**config.mk**
```make
export PLATFORM = sky130hd
export DESIGN_NAME = id_ex_register
export DESIGN_NICKNAME = d
export VERILOG_FILES = /design/src/rtl/pipeline_pkg.sv /design/src/rtl/pipe_field_reg.sv /design/src/rtl/id_ex_register.sv
export SDC_FILE = /design/constraint.sdc
export NUM_CORES = 1
export LEC_CHECK = 0
export ABC_CLOCK_PERIOD_IN_PS = 2100
export BUFFER_PORTS_ARGS = -buffer_cell sky130_fd_sc_hd__buf_4
export CAP_MARGIN = 20
export CORE_UTILIZATION = 30
export CTS_CLUSTER_DIAMETER = 60
export DETAILED_ROUTE_END_ITERATION = 7
export PLACE_DENSITY_LB_ADDON = 0.2
export SLEW_MARGIN = 20
export SYNTH_ARGS = -nofsm -noshare
export SYNTH_HDL_FRONTEND = slang
export SYNTH_SLANG_ARGS = --single-unit
```
**constraint.sdc**
```tcl
create_clock -name clk -period 2.1 [get_ports clk]
set_input_delay 0.525 -clock clk [delete_from_list [all_inputs] [get_ports clk]]
set_output_delay 0.525 -clock clk [all_outputs]
set_load 0.02 [all_outputs]
```
**src/rtl/pipeline_pkg.sv**
```systemverilog
// Shared pipeline definitions: default widths, Funct encodings, the ID/EX
// control bundle and its bubble value, and a saturating 8-bit increment.
package pipeline_pkg;

  localparam int DATA_W     = 16;
  localparam int FUNCT_W    = 3;
  localparam int REG_ADDR_W = 3;

  localparam logic [FUNCT_W-1:0] FUNCT_LOAD  = 3'b001;
  localparam logic [FUNCT_W-1:0] FUNCT_STORE = 3'b010;
  localparam logic [FUNCT_W-1:0] FUNCT_ADD   = 3'b011;
  localparam logic [FUNCT_W-1:0] FUNCT_NOT   = 3'b100;

  typedef struct packed {
    logic               valid;
    logic               alu_op;
    logic [FUNCT_W-1:0] funct;
    logic               reg_write;
    logic               mem_read;
    logic               mem_write;
    logic               mem_to_reg;
  } ctrl_t;

  // ALUOp=0 is decoded downstream as a Nop, so an all-zero bundle is a bubble.
  localparam ctrl_t CTRL_BUBBLE = '0;

  function automatic logic [7:0] sat_inc8(input logic [7:0] v);
    return (v == 8'hFF) ? v : v + 8'd1;
  endfunction

endpackage

```
**src/rtl/pipe_field_reg.sv**
```systemverilog
// Parameterised-width register with synchronous clear (to a given value)
// taking priority over a load enable.
module pipe_field_reg #(
  parameter int W = 8
) (
  input  logic         clk,
  input  logic         clr,
  input  logic [W-1:0] clr_val,
  input  logic         en,
  input  logic [W-1:0] d,
  output logic [W-1:0] q
);

  logic [W-1:0] field_d;
  logic [W-1:0] field_q;

  always_comb begin
    field_d = field_q;
    if (clr) begin
      field_d = clr_val;
    end else if (en) begin
      field_d = d;
    end
  end

  always_ff @(posedge clk) begin
    field_q <= field_d;
  end

  assign q = field_q;

endmodule

```
**src/rtl/id_ex_register.sv**
```systemverilog
// ID/EX pipeline register with stall (hold) and flush (bubble) support and a
// saturating count of bubbles inserted since reset.
module id_ex_register
  import pipeline_pkg::*;
#(
  parameter int DATA_W     = pipeline_pkg::DATA_W,
  parameter int REG_ADDR_W = pipeline_pkg::REG_ADDR_W,
  parameter int FUNCT_W    = pipeline_pkg::FUNCT_W
) (
  input  logic                  clk,
  input  logic                  rst,
  input  logic                  Stall,
  input  logic                  Flush,
  input  logic                  ValidIn,
  input  logic                  ALUOpIn,
  input  logic [FUNCT_W-1:0]    FunctIn,
  input  logic                  RegWriteIn,
  input  logic                  MemReadIn,
  input  logic                  MemWriteIn,
  input  logic                  MemToRegIn,
  input  logic [DATA_W-1:0]     ReadData1In,
  input  logic [DATA_W-1:0]     ReadData2In,
  input  logic [DATA_W-1:0]     ImmIn,
  input  logic [REG_ADDR_W-1:0] RdIn,
  output logic                  ValidOut,
  output logic                  ALUOpOut,
  output logic [FUNCT_W-1:0]    FunctOut,
  output logic                  RegWriteOut,
  output logic                  MemReadOut,
  output logic                  MemWriteOut,
  output logic                  MemToRegOut,
  output logic [DATA_W-1:0]     ReadData1Out,
  output logic [DATA_W-1:0]     ReadData2Out,
  output logic [DATA_W-1:0]     ImmOut,
  output logic [REG_ADDR_W-1:0] RdOut,
  output logic [7:0]            BubbleCount
);

  localparam int DBUS_W = 3 * DATA_W + REG_ADDR_W;

  ctrl_t             ctrl_in;
  ctrl_t             ctrl_load;
  ctrl_t             ctrl_out;
  logic [DBUS_W-1:0] data_in;
  logic [DBUS_W-1:0] data_out;
  logic              clr;
  logic              load_en;
  logic [7:0]        bubble_cnt_d;
  logic [7:0]        bubble_cnt_q;

  assign clr     = rst | Flush;
  assign load_en = ~Stall;

  always_comb begin
    ctrl_in            = CTRL_BUBBLE;
    ctrl_in.valid      = ValidIn;
    ctrl_in.alu_op     = ALUOpIn;
    ctrl_in.funct      = FunctIn;
    ctrl_in.reg_write  = RegWriteIn;
    ctrl_in.mem_read   = MemReadIn;
    ctrl_in.mem_write  = MemWriteIn;
    ctrl_in.mem_to_reg = MemToRegIn;
    // An invalid slot still carries its data; only the controls are neutralised.
    ctrl_load = ValidIn ? ctrl_in : CTRL_BUBBLE;
  end

  assign data_in = {ReadData1In, ReadData2In, ImmIn, RdIn};

  pipe_field_reg #(.W($bits(ctrl_t))) u_ctrl_reg (
    .clk     (clk),
    .clr     (clr),
    .clr_val (CTRL_BUBBLE),
    .en      (load_en),
    .d       (ctrl_load),
    .q       (ctrl_out)
  );

  pipe_field_reg #(.W(DBUS_W)) u_data_reg (
    .clk     (clk),
    .clr     (clr),
    .clr_val ({DBUS_W{1'b0}}),
    .en      (load_en),
    .d       (data_in),
    .q       (data_out)
  );

  always_comb begin
    bubble_cnt_d = bubble_cnt_q;
    if (Flush || (!Stall && !ValidIn)) begin
      bubble_cnt_d = sat_inc8(bubble_cnt_q);
    end
  end

  always_ff @(posedge clk) begin
    if (rst) begin
      bubble_cnt_q <= 8'd0;
    end else begin
      bubble_cnt_q <= bubble_cnt_d;
    end
  end

  assign ValidOut     = ctrl_out.valid;
  assign ALUOpOut     = ctrl_out.alu_op;
  assign FunctOut     = ctrl_out.funct;
  assign RegWriteOut  = ctrl_out.reg_write;
  assign MemReadOut   = ctrl_out.mem_read;
  assign MemWriteOut  = ctrl_out.mem_write;
  assign MemToRegOut  = ctrl_out.mem_to_reg;
  assign ReadData1Out = data_out[DBUS_W-1 -: DATA_W];
  assign ReadData2Out = data_out[DBUS_W-DATA_W-1 -: DATA_W];
  assign ImmOut       = data_out[REG_ADDR_W+DATA_W-1 -: DATA_W];
  assign RdOut        = data_out[REG_ADDR_W-1:0];
  assign BubbleCount  = bubble_cnt_q;

endmodule

```
==> run summary <==
dominant synthesized flop cell -> dfxtp_1
highest clock rate -> 681 MHz
Hold Vio Cnt, Final -> 0
gr ovfl total -> 0
Max-cap violations -> 0
CP max stage delay -> 0.43 ns
RD Place Congestion -> 0.769
Via Count -> 2122
Buffers on Ports -> 131
hold_buf cts -> 0
Final Setup Violations -> 0
Final Skew -> 0.000436 ns
Reg2Reg Launch Point -> BubbleCount[0]$_SDFFE_PP0P_
Final Core Density -> 47.3%
startpoint type of the worst setup path -> register
antenna cells -> 0
largest net degree at the start of global routing -> 47
period utilisation layout -> 69.9%
setup bufs post-CTS -> 0
layout cells sized above 1 -> 41.7%
Area Growth Syn to Fin -> 49.4%
CTS tree -> done
# resized after CTS -> 0
Initial Util -> 31.6%
Setup crit end kind -> output pin
worst skew pair latency -> 0.33 ns
post-synth cell types -> 31
HP Start -> ReadData1In[8]
HP Class -> in2reg
WHS -> 0.416 ns
CTS Sinks -> 68
htree depth -> 3
Clock Path Buffers -> 2
Setup Slack @ Placement -> 0.483 ns
vias per cell -> 4.46
worst setup path start -> BubbleCount[3]$_SDFFE_PP0P_
Post-DRT Antenna Nets -> 0
crit path time final -> 1.47 ns
synthesized area -> 0.00250 mm^2
Nets -> 434
Pre-antenna DRT Iters -> 4
Crit Path Max Fanout -> 7
critical setup path kind -> reg2out
initial antenna violation count -> 0
warnings from Yosys -> 0
worst vdd ir -> 0.384 mV
CTS Buf Count -> 9
first-pass GRT wire length -> 9.12 mm
Worst EP required -> 1.57 ns
die height -> 93.2 um
Initial DRC Count -> 31
register area share after synthesis -> 54.5%
num ports -> 132
CP top delay family -> flip-flops
final WL -> 5.79 mm
core area -> 0.00789 mm^2
Final Power -> 0.00262 W
vias in the first global route -> 2015
Die ar. -> 0.00869 mm^2
Std-Cell Rows -> 32
Crit path buffers/inverters -> 1
Max-slew headroom -> 51.4%
measured slew at the worst slew-check pin -> 0.728 ns
total track usage -> 13.6%
status -> completed
clock root buffer -> clkbuf_8
PwrDens -> 702 mW/mm^2
unrepaired setup endpoints after global routing -> false
HPWL after DPL -> 4.15 mm
WL/cell -> 12.2 um
Setup TNS Final -> 0 ns
synthesized netlist net count -> 305
leakage dissipation -> 1.81 nW
Slowest-stage cell, CP -> dfxtp_1
Synth Register Bits -> 68
Clk pin slew, worst setup/hold paths -> 0.07 ns
crit-path cells -> buf_4
Die W -> 93.2 um
Slew Viols, Final -> 0
Fillers -> 750
arrival time at the worst endpoint -> 0.94 ns
Worst Slack Setup Final -> 0.632 ns
Syn Inst Count -> 240
Post-synth EDFFs -> 0
asr flop ratio synth -> 0%
synthesized area per cell -> 10.4 um^2
detailed-route DRC error count -> 0
[cell usage in the layout, fill, tap and decap left out, types with 2 or more instances in the layout]
cell,synthesis,routed
clkinv_2,0,4
mux2i_1,51,51
clkinvlp_4,0,2
a22oi_1,8,8
buf_4,1,134
clkbuf_8,0,9
nor2_1,62,62
nand3_1,2,2
and3_1,4,4
dfxtp_1,68,68
a31oi_1,2,2
a21oi_1,5,5
nand2_1,2,2
xor2_1,2,2
[flip-flops by register name, summed over array words and instances, names as in the netlist]
signal,flops
u_data_reg.q,51
BubbleCount,8
u_ctrl_reg.q,9
[layer usage]
layer	share of wire (%)	routed length, um	global-route usage (%)	vias to the layer above
li1	-	-	-	1069
met1	43	2500	16.1	970
met2	47	2750	21.7	76
met3	8.0	464	5.85	7
met4	1.4	81	5.38	0
met5	0	0	0	-
[per-stage QoR]
stage | area, um^2 | instances
finish | 3730 | 476
global route | 3730 | 476
CTS | 3730 | 476
detailed placement | 3560 | 460
global placement | 3560 | 460
floorplan | 2500 | 240
[cells by family (layout without fill, tap and decap cells)]
kind of cell | after synthesis | in the layout | share of synthesized area (%)
muxes | 51 | 51 | 20.5
AOI/OAI and AO/OA | 23 | 23 | 7.07
DFF | 68 | 68 | 54.5
xor gates and xnor gates | 2 | 2 | 0.702
and+or+nand+nor | 77 | 77 | 13.0
buffers and inverters | 18 | 152 | 3.71
adders and majority gates | 1 | 1 | 0.501
[report_power, final]
group          internal (W)  switching, W
clock              0.000421      0.000482
sequential          0.00133     0.0000248
combinational      0.000191      0.000168
[tightest hold or removal path, delay by kind of cell]
kind	cells	cell delay, ns
multiplexers	1	0.05
AND/OR/NAND/NOR	1	0.07
buffers and inverters	1	0.08
[final cells by class]
| class | count | area, um^2 | share of cell area, % |
|---|---|---|---|
| clock buffer | 9 | 124 | 3.32 |
| clock inverter | 7 | 43.8 | 1.17 |
| inverter | 1 | 3.75 | 0.101 |
| multi-input combinational | 154 | 1040 | 28.0 |
| sequential | 68 | 1360 | 36.5 |
| tap | 102 | 128 | 3.42 |
| timing repair buffer | 135 | 1030 | 27.5 |
[worst paths after layout]
path	to	slack [ns]	cells past startpoint
setup / recovery	BubbleCount[3]	0.63	1
setup reg to reg	BubbleCount[5]$_SDFFE_PP0P_	0.68	5
hold / removal	u_data_reg.q[43]$_SDFFE_PP0N_	0.42	3
hold reg to reg	u_data_reg.q[16]$_SDFFE_PP0N_	0.50	2
[synth_stat cells (all sizes together), types with 2 or more instances]
cell type | count | share of area [%]
nor2 | 62 | 9.3
and3 | 4 | 1.0
clkbuf | 3 | 0.45
a31oi | 2 | 0.50
o21bai | 2 | 1.1
dfxtp | 68 | 55
nand3 | 2 | 0.40
xor2 | 2 | 0.70
or2 | 2 | 0.50
a21oi | 6 | 1.4
nand2 | 2 | 0.30
mux2i | 51 | 20
a22oi | 8 | 2.4
buf | 14 | 3.1
a311oi | 2 | 0.95
No activity file was read; power rests on OpenSTA's default activity.
